==> src/rtl/fetch_stage.sv <==
// Instruction-fetch stage and IF/ID pipeline register for a 5-stage RV32 pipeline.
// Selects the next PC (sequential or Execute redirect) and registers the fetched word for decode.
module fetch_stage #(
    parameter int                 WIDTH     = 32,
    parameter logic [WIDTH-1:0]   RESET_PC  = '0,
    parameter logic [WIDTH-1:0]   NOP_INSTR = WIDTH'(32'h0000_0013)
) (
    input  logic             clk,
    input  logic             rst,
    input  logic             PCSrcE,
    input  logic [WIDTH-1:0] PCTargetE,
    input  logic             StallF,
    input  logic             StallD,
    input  logic             FlushD,
    output logic [WIDTH-1:0] imem_addr,
    input  logic [WIDTH-1:0] imem_rdata,
    input  logic             imem_ready,
    output logic [WIDTH-1:0] InstrD,
    output logic [WIDTH-1:0] PCD,
    output logic [WIDTH-1:0] PCPlus4D,
    output logic             ValidD
);

    localparam logic [WIDTH-1:0] PC_STEP    = WIDTH'(4);
    localparam logic [WIDTH-1:0] ALIGN_MASK = ~WIDTH'(3);

    logic [WIDTH-1:0] pcf_q,      pcf_d;
    logic [WIDTH-1:0] instr_q,    instr_d;
    logic [WIDTH-1:0] pcd_q,      pcd_d;
    logic [WIDTH-1:0] pcplus4_q,  pcplus4_d;
    logic             valid_q,    valid_d;

    logic             fire;
    logic [WIDTH-1:0] pcf_plus4;

    assign fire      = imem_ready & ~StallF;
    assign pcf_plus4 = pcf_q + PC_STEP;
    assign imem_addr = pcf_q;

    // A redirect always lands, even while fetch is stalled or memory is busy,
    // so a taken branch can never be lost behind a hazard stall.
    always_comb begin
        pcf_d = pcf_q;
        if (PCSrcE) begin
            pcf_d = PCTargetE & ALIGN_MASK;
        end else if (fire) begin
            pcf_d = pcf_plus4;
        end
    end

    always_comb begin
        instr_d   = instr_q;
        pcd_d     = pcd_q;
        pcplus4_d = pcplus4_q;
        valid_d   = valid_q;
        if (FlushD) begin
            instr_d   = NOP_INSTR;
            pcd_d     = '0;
            pcplus4_d = '0;
            valid_d   = 1'b0;
        end else if (!StallD) begin
            // A missed fetch still advances decode, carrying a tagged bubble at PCF.
            instr_d   = fire ? imem_rdata : NOP_INSTR;
            pcd_d     = pcf_q;
            pcplus4_d = pcf_plus4;
            valid_d   = fire;
        end
    end

    always_ff @(posedge clk or posedge rst) begin
        if (rst) begin
            pcf_q     <= RESET_PC;
            instr_q   <= NOP_INSTR;
            pcd_q     <= '0;
            pcplus4_q <= '0;
            valid_q   <= 1'b0;
        end else begin
            pcf_q     <= pcf_d;
            instr_q   <= instr_d;
            pcd_q     <= pcd_d;
            pcplus4_q <= pcplus4_d;
            valid_q   <= valid_d;
        end
    end

    assign InstrD   = instr_q;
    assign PCD      = pcd_q;
    assign PCPlus4D = pcplus4_q;
    assign ValidD   = valid_q;

endmodule

==> config.mk <==
export PLATFORM = sky130hd
export DESIGN_NAME = fetch_stage
export DESIGN_NICKNAME = d
export VERILOG_FILES = /design/src/rtl/fetch_stage.sv
export SDC_FILE = /design/constraint.sdc
export NUM_CORES = 1
export LEC_CHECK = 0
export ABC_AREA = 1
export BUFFER_PORTS_ARGS = -buffer_cell sky130_fd_sc_hd__clkbuf_2
export CELL_PAD_IN_SITES_DETAIL_PLACEMENT = 0
export CELL_PAD_IN_SITES_GLOBAL_PLACEMENT = 1
export CORE_MARGIN = 2
export CORE_UTILIZATION = 39
export DETAILED_ROUTE_END_ITERATION = 7
export GPL_ROUTABILITY_DRIVEN = 0
export GPL_TIMING_DRIVEN = 0
export HOLD_SLACK_MARGIN = 0.06
export PLACE_DENSITY = 0.89
export SLEW_MARGIN = 20
export SYNTH_ARGS = -nofsm -noshare
export SYNTH_HDL_FRONTEND = slang
export SYNTH_SLANG_ARGS = --single-unit
==> constraint.sdc <==
create_clock -name clk -period 8.5 [get_ports clk]
set_input_delay 0.85 -clock clk [delete_from_list [all_inputs] [get_ports clk]]
set_output_delay 0.85 -clock clk [all_outputs]
set_load 0.005 [all_outputs]
==> results of run 1 <==
flip-flops by register name, summed over array words and instances (netlist names):
signal	count
InstrD	32
PCD	31
PCPlus4D	30
ValidD	1
imem_addr	30
critical path, stage by stage:
cell	delay (ns)
sky130_fd_sc_hd__clkbuf_2	0.08
sky130_fd_sc_hd__inv_1	0.04
sky130_fd_sc_hd__o21ai_1	0.54
sky130_fd_sc_hd__clkbuf_1	0.53
sky130_fd_sc_hd__o21ai_0	0.21
sky130_fd_sc_hd__inv_1	0.10
sky130_fd_sc_hd__nand2_1	0.06
cells by family after synthesis:
logic type               count (synthesis)
AO/OA/AOI/OAI                          105
AND/OR/NAND/NOR                        324
other                                    1
buffers and inverters                  102
flip-flops                             124
adder cells (fa/ha/maj)                  1
XOR/XNOR                                14
final timing paths:
| check | from | end | depth (start not counted) |
|---|---|---|---|
| setup / recovery | imem_ready | imem_addr[14]$_DFFE_PP0N_ | 7 |
| setup reg to reg | imem_addr[3]$_DFFE_PP0N_ | PCPlus4D[28]$_DFFE_PP0P_ | 10 |
| max in group asynchronous | rst | imem_addr[28]$_DFFE_PP0N_ | 3 |
| hold reg to reg | PCPlus4D[25]$_DFFE_PP0P_ | PCPlus4D[25]$_DFFE_PP0P_ | 2 |
| hold / removal | rst | PCD[14]$_DFFE_PP0P_ | 2 |
| min in group clk | PCPlus4D[25]$_DFFE_PP0P_ | PCPlus4D[25]$_DFFE_PP0P_ | 2 |
per-layer routing:
| layer | part of all wire [%] | up-vias |
|---|---|---|
| met5 | 0 | - |
| met4 | 2.5 | 0 |
| met3 | 4.8 | 32 |
| met2 | 46 | 167 |
| met1 | 47 | 2484 |
| li1 | - | 2568 |
layout by cell type, fill, tap and decap left out, types with 4 or more instances in the layout:
cell / count
sky130_fd_sc_hd__clkbuf_2: 195
sky130_fd_sc_hd__buf_2: 5
sky130_fd_sc_hd__buf_4: 6
sky130_fd_sc_hd__nand3_1: 18
sky130_fd_sc_hd__clkinv_4: 5
sky130_fd_sc_hd__nor2_2: 5
sky130_fd_sc_hd__bufinv_16: 4
sky130_fd_sc_hd__clkbuf_1: 23
sky130_fd_sc_hd__dfrtp_1: 121
sky130_fd_sc_hd__xor2_1: 11
sky130_fd_sc_hd__inv_1: 64
sky130_fd_sc_hd__a32o_1: 29
sky130_fd_sc_hd__clkbuf_16: 17
sky130_fd_sc_hd__nand2_1: 254
sky130_fd_sc_hd__nand2_2: 6
sky130_fd_sc_hd__nor2_1: 26
sky130_fd_sc_hd__inv_2: 4
sky130_fd_sc_hd__o211ai_1: 5
sky130_fd_sc_hd__nor2_4: 10
sky130_fd_sc_hd__o21ai_0: 59
through the flow:
| step | area [sq um] | power [mW] | setup WS, ns |
|---|---|---|---|
| after global routing | 7645 | 1.712 | 6.338 |
| after detailed placement | 7012 | 0.8737 | 6.046 |
| after CTS | 7645 | 1.649 | 6.463 |
| final | 7645 | 1.637 | 6.416 |
| after floorplan | 5771 | 0.7722 | 4.356 |
| after global placement | 6977 | 0.8690 | 2.825 |
report_power, final:
group	internal (mW)	switching, mW	total (mW)
sequential	0.630	0.0379	0.668
combinational	0.0750	0.121	0.196
clock	0.500	0.274	0.774
total	1.20	0.432	1.64
cell type report:
| class | instances | area (sq um) |
|---|---|---|
| clock buffer | 19 | 442.9 |
| inverter | 69 | 266.5 |
| tap | 184 | 230.2 |
| timing repair buffer | 196 | 1003 |
| sequential | 124 | 3107 |
| fill | 1416 | 6834 |
| multi-input combinational | 446 | 2252 |
| clock inverter | 13 | 190.2 |
| buffer | 33 | 152.6 |
==> results.md, run 1 <==
Timing:
- Measured against its own limit, the worst slew margin works out to 54.22%.
- Based on the critical path, the design can be clocked at up to 0.4798 GHz.
- Setup violations remaining at the end of the flow were counted as 0.
- The shortest period the worst path allows is about 2.1 ns.
- After layout, the worst path uses between 20% and 30% of the clock period.
- Hold timing on the final database bottoms out at a slack of about 0.41 ns.
- The final-report max-slew violation count is 0.
- At the pin with the least slew margin, the transition time is 0.6821 ns.
- Setup repair after global routing left no endpoint under its margin.
- The summed negative setup slack over all endpoints is 0 ns.
- The number of hold violations in the final report is 0.
- The final setup skew is approximately 0.008 ns.

Cells and area:
- After the last flow step, the layout net total stands at 959.
- The antenna diode count is 0.
- Compared with the post-synthesis result, the final layout area differs by 32.57%.
- Excluding fillers, the count of instances in the completed layout stands at 1084.
- The final cell utilization of the core is 52.80%.
- The share of post-route cells with drive strength above 1 is 30.33%.

Synthesis:
- After synthesis, the mean cell area works out to around 8.6 sq um.
- The total standard cell area after synthesis is 0.005767 sq mm.
- Of all cell types, the one taking the most synthesized area is sky130_fd_sc_hd__dfrtp_1.
- The most repeated cell in the gate-level netlist after synthesis is sky130_fd_sc_hd__nand2_1.
- The area share of fa/ha/maj cells after synthesis is 0.2170%.
- Yosys mapped a number of flops with a built-in enable equal to 0.
- The combinational family with the most area after synthesis is simple AND/OR/NAND/NOR gates.
- By area the synthesized netlist is led by sky130_fd_sc_hd__dfrtp_1 53%, sky130_fd_sc_hd__nand2_1 17%, sky130_fd_sc_hd__o21ai_0 5.1%.
- The post-synthesis cell count is about 670.
- The synthesized netlist devotes between 10 and 15% of its cell area to compound gates.
- Of the total synthesized cell area, the portion taken by XOR and XNOR cells is 2.517%.
- For this run, the number of Yosys warnings is 0.
- Synthesis inferred 124 register bits.
- Among all flip-flop cells after synthesis, the most frequent one is sky130_fd_sc_hd__dfrtp_1.
- Of the post-synthesis cell area, the part taken by muxes is 0%.
- Counting instances in the post-synthesis netlist gives the leading cell types as 254 x sky130_fd_sc_hd__nand2_1, 121 x sky130_fd_sc_hd__dfrtp_1, 65 x sky130_fd_sc_hd__inv_1.
- The count of different cell masters after synthesis is 28.
- The share of synthesized cell area in and, or, nand and nor gates is 23.89%.
- The share of flip-flops with an asynchronous set or reset is 100.0%.
- In this run the biggest area consumer among cell types represents 52.51% of the synthesized area.
- The sequential-to-total area share from yosys stat is 53.87%.

Clocking:
- The count of clock tree sinks is about 120.
- Post-CTS timing repair inserted 0 buffers for setup.
- In this run the clock root is driven by a sky130_fd_sc_hd__clkbuf_16.
- The clock latency of the later-clocked register in the worst-skew pair is between 0.4 and 0.5 ns.
- The TritonCTS clock tree is built.
- The number of buffers inserted for hold repair after clock tree synthesis is 0.
- The H-tree was split into 4 levels.
- The longest clock path from root to sink contains 2 buffers.
- The CTS buffer count is 17.
- The post-CTS resize count is 0.
- After clock tree synthesis, the clock-pin slew on the worst setup and hold paths is 0.06 ns.

Pwr:
- The static power due to leakage is 4.101 nW.
- The maximum resistive drop on vdd is 125.3 uV.
- Dividing total power by cell area gives a power density of 214.1 mW/mm^2.

Die:
- In this run the standard cell core region covers approximately 0.014 sq mm.
- After floorplanning, the core was divided into 44 placement rows.
- For this configuration, the core starts out at a cell density of 39.83%.
- The height of the die is between 100 and 150 um.
- The floorplan die area is 0.01578 sq mm.
- The horizontal extent of the die is 125.6 um.
- The count of boundary I/O pins is 200.

Worst setup path:
- The worst endpoint data arrival time is 2.40 ns.
- The maximum fanout count along the critical path is 10.
- The reg2reg setup slack is between 6 and 7 ns.
- The category of the worst setup path launch point is an input port.
- STA classifies the critical path endpoint as a flip-flop.
- The critical path class is input port to flip-flop.
- For the worst setup path, the data required time is 8.81 ns.

GRT:
- For this run, global-route usage on met2 was measured as roughly 34%.
- Across every metal layer, demand over resource in global routing totals 22.57%.
- Global routing used 32.31% of the available met1 tracks.
- For this run the aggregate overflow at the end of global routing stands at 0.
- The first global-routing pass estimated 27.62 mm of wire.
- met2 is the most crowded layer.
- The initial antenna violation count was 0.
- Global routing consumed, on the met3 layer, under 10% of the routing resources.
- The pin count of the biggest net entering global routing is 84.
- The number of global-route vias before repair is 5093.

Routing:
- The overall via count from detail_route is approximately 5300.
- The count of nets left with antenna violations once routing finished came out at 0.
- For this block, the routed nets add up to approximately 17 mm of wire.
- In the routed layout, each cell is associated on average with a via count of 4.844.
- The length of the first detailed-routing pass in iterations is 5.
- In this run, the number of DRC markers left after iteration 0 of detailed routing was 300.
- The routed length per instance is 15.95 um.
- For this run, design rule violations remaining after detail routing come to 0.

Hold path:
- The worst hold path belongs to the class input port to async pin.

Placement:
- The HPWL after detailed placement is 12.73 mm.
- Once placement completed, the tool counted placed cells totaling roughly 1100.
- The number of I/O port buffers is 195.

Run:
- The max-capacitance violation count is 0.

Status:
- The flow ran to the end, and the final reports show no timing, DRC or antenna violations.
(Power assumes the default switching activity.)
==> run 2, diff against run 1 <==
ABC_AREA = 0   (was 1)
CORE_UTILIZATION = 34   (was 39)
PLACE_DENSITY = 0.8   (was 0.89)
clock period = 1.9 ns   (was 8.5 ns; I/O delays follow)
==> run 2 against run 1 <==
  * The flow now finishes with violations (negative setup slack)
  * Total power grew to 4.8 times the previous value
  * Via count grew 17%
  * Wire length grew 28%
  * Sequential power grew to 4.4 times the previous value
  * Hold slack lost 0.32 ns
  * Highest routed layer unchanged
==> results.md, run 2 <==
Hold path:
- The worst hold path terminates at imem_addr[28]$_DFFE_PP0N_.
- The hold-critical path depth is 3.
- The min-delay analysis places its worst path in the category input port to flip-flop.
- The startpoint of the worst hold path is PCTargetE[28].

Die:
- The horizontal extent of the die is 135.8 um.
- The die covers 0.01843 sq mm.
- Pin placement for this block handled 200 I/O pins.
- The core footprint is 0.01712 sq mm.
- After floorplanning, the core was divided into 48 placement rows.
- The initial core utilization is 34.49%.
- From bottom edge to top edge, the die measures 135.8 um.

Synthesis:
- The total standard cell area after synthesis is approximately 0.0059 sq mm.
- Synthesis instantiated 48 different standard cells from the library.
- After synthesis, the most frequently instantiated cells are 121 x sky130_fd_sc_hd__dfrtp_1, 72 x sky130_fd_sc_hd__nor2_1, 39 x sky130_fd_sc_hd__clkbuf_1.
- Each instance of the synthesized netlist takes up on average between 10 and 15 sq um.
- Ranked by total cell area, the synthesized netlist is headed by sky130_fd_sc_hd__dfrtp_1 51%, sky130_fd_sc_hd__mux2i_1 4.9%, sky130_fd_sc_hd__nor2_1 4.6%.
- The synthesized design contains 0 enable-type register cells.
- The count of state elements after synthesis is 124.
- sky130_fd_sc_hd__dfrtp_1 takes more of the synthesized area than any other cell.
- During synthesis, Yosys emitted a total of 0 warnings.
- The post-synthesis cell count is 583.
- In the synthesized netlist the dominant register cell turns out to be sky130_fd_sc_hd__dfrtp_1.
- Of all flip-flops after synthesis, the portion carrying an async set or reset was 100.0%.
- The sequential-to-total area share from yosys stat is 52.63%.
- The share of Yosys cell area claimed by the top area cell type is between 50% and 60%.
- The most repeated cell in the gate-level netlist after synthesis is sky130_fd_sc_hd__dfrtp_1.

Cells and area:
- The finished layout holds around 1200 standard cells, fillers aside.
- The total number of nets in the final design is 1018.
- The register with the most flip-flops in the layout has 32 of them.
- The repair_antennas step left the layout with diodes totalling 0.
- Leaving out fill and tap cells, the most frequent cells in the layout are 197 x sky130_fd_sc_hd__clkbuf_2, 112 x sky130_fd_sc_hd__dfrtp_1, 83 x sky130_fd_sc_hd__buf_4.
- Once layout is done, the placed cells without fillers occupy 0.009597 sq mm.
- The area added between synthesis and finish is 62.57%.
- Cells fill 56.07% of the core in the end.
- Leaving out fill and tap cells, the most frequent cell in the layout is sky130_fd_sc_hd__clkbuf_2.
- The share of post-route cells with drive strength above 1 is 42.02%.

Worst setup path:
- The worst setup path is captured at a flip-flop.
- The startpoint of the most critical register-to-register path is imem_addr[2]$_DFFE_PP0N_.
- STA classifies the critical path startpoint as a flip-flop.
- Counting cells, the worst reg-to-reg path comes to 6.
- The destination of the worst register-to-register timing path is imem_addr[22]$_DFFE_PP0N_.
- For the worst setup path, the data arrival time is between 2 and 2.5 ns.
- The maximum fanout count along the critical path is 5.
- The setup check on the worst reg-to-reg path leaves a slack of -0.20 ns.
- The required time of the critical path is between 2 and 2.5 ns.
- The critical path is of the flip-flop to flip-flop type.

Timing:
- The post-route worst setup slack is -0.2012 ns.
- The final critical-path share of the clock period is 110.6%.
- The shortest period the worst path allows is ~2.1 ns.
- Derived from the worst setup path, the maximum achievable clock frequency is roughly 0.48 GHz.
- The worst-margin pin slew is 0.9507 ns.
- Setup repair after global routing could not meet its margin everywhere.
- The final-report max-slew violation count is 0.
- Between clock sinks in the finished design, the worst skew comes to 0.008659 ns.
- The number of hold violations in the final report is 0.
- The final-report setup violation count is 24.
- The worst max-slew margin expressed relative to the limit is 36.62%.

Clocking:
- The master cell of the clock root buffer is sky130_fd_sc_hd__clkbuf_16.
- The count of clock tree sinks is 124.
- The maximum buffer depth of the clock tree is 2.
- The TritonCTS clock tree is built.
- The clock latency of the later-clocked register in the worst-skew pair is 0.44 ns.
- Counting the buffers created by CTS gives 17.
- Clock-pin slew was measured on the worst setup and hold paths at 0.06 ns.
- The clock tree synthesis step divided the H-tree into 4 levels.

Routing:
- After detailed routing, the average wire length per cell comes to about 19 um.
- The routed length on met2 is 10.54 mm.
- The routed length on met1 is 9.363 mm.
- The routed layout has 6165 vias.
- The length of the first detailed-routing pass in iterations is 6.
- The topmost layer with routed signal wires is met4.
- Summed over all layers, the routed wires come to 22.14 mm.
- The number of nets with antenna violations after routing is 0.
- The violation count after the first detailed-route iteration is 372.
- The count of unresolved DRC violations after routing is 0.
- The detailed route wirelength on metal3 is 1.520 mm.
- In the routed layout, each cell is associated on average with a via count of 5.207.

GRT:
- In the global route stage, overall resource usage came out at 23.31%.
- The number of global-route vias before repair is 5737.
- The initial antenna violation count is 0.
- The total overflow reported by the global router is 0.
- The pin count of the biggest net entering global routing is 34.
- The wire length of the first global-routing pass is 32.26 mm.

Placement:
- The HPWL after detailed placement is 14.49 mm.
- The number of placed instances, taps included, is 1006.
- The total placed instance area is 0.007366 sq mm.
- The number of I/O port buffers is 193.

Pwr:
- The total chip power is 7.877 mW.
- The maximum resistive drop on vdd is approximately 690 uV.
- For this design the static power due to leakage is 4.569 nW.
- The power density normalized to cell area is 820.8 mW/mm^2.

Run:
- The max-capacitance violation count is 0.

Status:
- The flow ran to the end, but the final reports show violations.
- The checks that failed: negative setup slack.
[run 2: cell types whose count changed in the layout (fill, tap and decap cells not counted), moves of 17 or more]
cell and change:
sky130_fd_sc_hd__a22o_1 +26, sky130_fd_sc_hd__a32o_1 -29, sky130_fd_sc_hd__buf_4 +77, sky130_fd_sc_hd__buf_6 +17
sky130_fd_sc_hd__dlygate4sd3_1 +62, sky130_fd_sc_hd__inv_1 -52, sky130_fd_sc_hd__mux2i_1 +29, sky130_fd_sc_hd__nand2_1 -220
sky130_fd_sc_hd__nor2_1 +46, sky130_fd_sc_hd__o21ai_0 -40
[run 2: how the worst max path moves through the flow]
| stage | from | to | slack (ns) | depth (start not counted) |
|---|---|---|---|---|
| 6_report | imem_addr[2]$_DFFE_PP0N_ | imem_addr[22]$_DFFE_PP0N_ | -0.20 | 6 |
| 4_1_cts | imem_addr[2]$_DFFE_PP0N_ | imem_addr[26]$_DFFE_PP0N_ | -0.19 | 6 |
| 5_1_grt | imem_addr[5]$_DFFE_PP0N_ | PCPlus4D[21]$_DFFE_PP0P_ | -0.25 | 6 |
| 3_5_place_dp | imem_addr[12]$_DFFE_PP0N_ | PCPlus4D[23]$_DFFE_PP0P_ | -0.51 | 6 |
| 3_3_place_gp | rst | imem_addr[2]$_DFFE_PP0N_ | -0.91 | 2 |
| 2_1_floorplan | imem_addr[3]$_DFFE_PP0N_ | imem_addr[22]$_DFFE_PP0N_ | -0.22 | 6 |
[run 2: cell type report]
cell class	instances	area, sq um
multi-input cells	385	2731
plain buffers	61	450.4
flip-flops and latches	124	3118
well taps	225	281.5
fillers	1540	7520
clock buffers	17	425.4
clock inverters	15	209.0
inverters	13	52.55
repair buffers	344	2328
[run 2: cell families after synthesis]
family	after synthesis	share of synthesized area [%]
adder cells (fa/ha/maj)	1	0.2119
buffers and inverters	75	5.574
XOR/XNOR	25	3.709
AO/OA/AOI/OAI	125	15.49
multiplexers	29	4.917
AND/OR/NAND/NOR	203	17.40
other	1	0.06353
flip-flops	124	52.63
[run 2: timing repair]
action,CTS,global route
setup endpoints to repair,37,48
resized for setup,46,45
hold buffers,62,0
pin swaps,30,34
gates cloned,2,0
buffers inserted,51,32
hold endpoints to repair,75,0
[run 2: layer usage]
metal	track usage, %	vias to the layer above
li1	-	2864
met1	31.07	2993
met2	36.62	256
met3	5.013	52
met4	10.13	0
met5	0	-
[run 2: critical path, cell delays in order, from the launching register on]
cell and delay [ns]:
sky130_fd_sc_hd__dfrtp_2 0.43, sky130_fd_sc_hd__ha_4 0.16, sky130_fd_sc_hd__nand3_4 0.07, sky130_fd_sc_hd__or4_4 0.56, sky130_fd_sc_hd__buf_8 0.14, sky130_fd_sc_hd__or4_1 0.47
sky130_fd_sc_hd__a31oi_1 0.18
[run 2: through the flow]
step	setup slack, ns	hold slack (ns)	TNS (ns)
after floorplan	-0.2210	0.3057	-1.368
after global placement	-0.9109	0.3984	-107.43
after detailed placement	-0.5056	0.2120	-23.40
after CTS	-0.1901	0.07438	-1.753
after global routing	-0.2480	0.09582	-4.201
final	-0.2012	0.08788	-2.138
[run 2: power breakdown]
part | internal [mW] | leakage [nW] | switching, mW
registers | 2.82 | 1.59 | 0.153
logic | 0.695 | 2.66 | 0.703
clock network | 2.21 | 0.313 | 1.29
total | 5.72 | 4.57 | 2.15
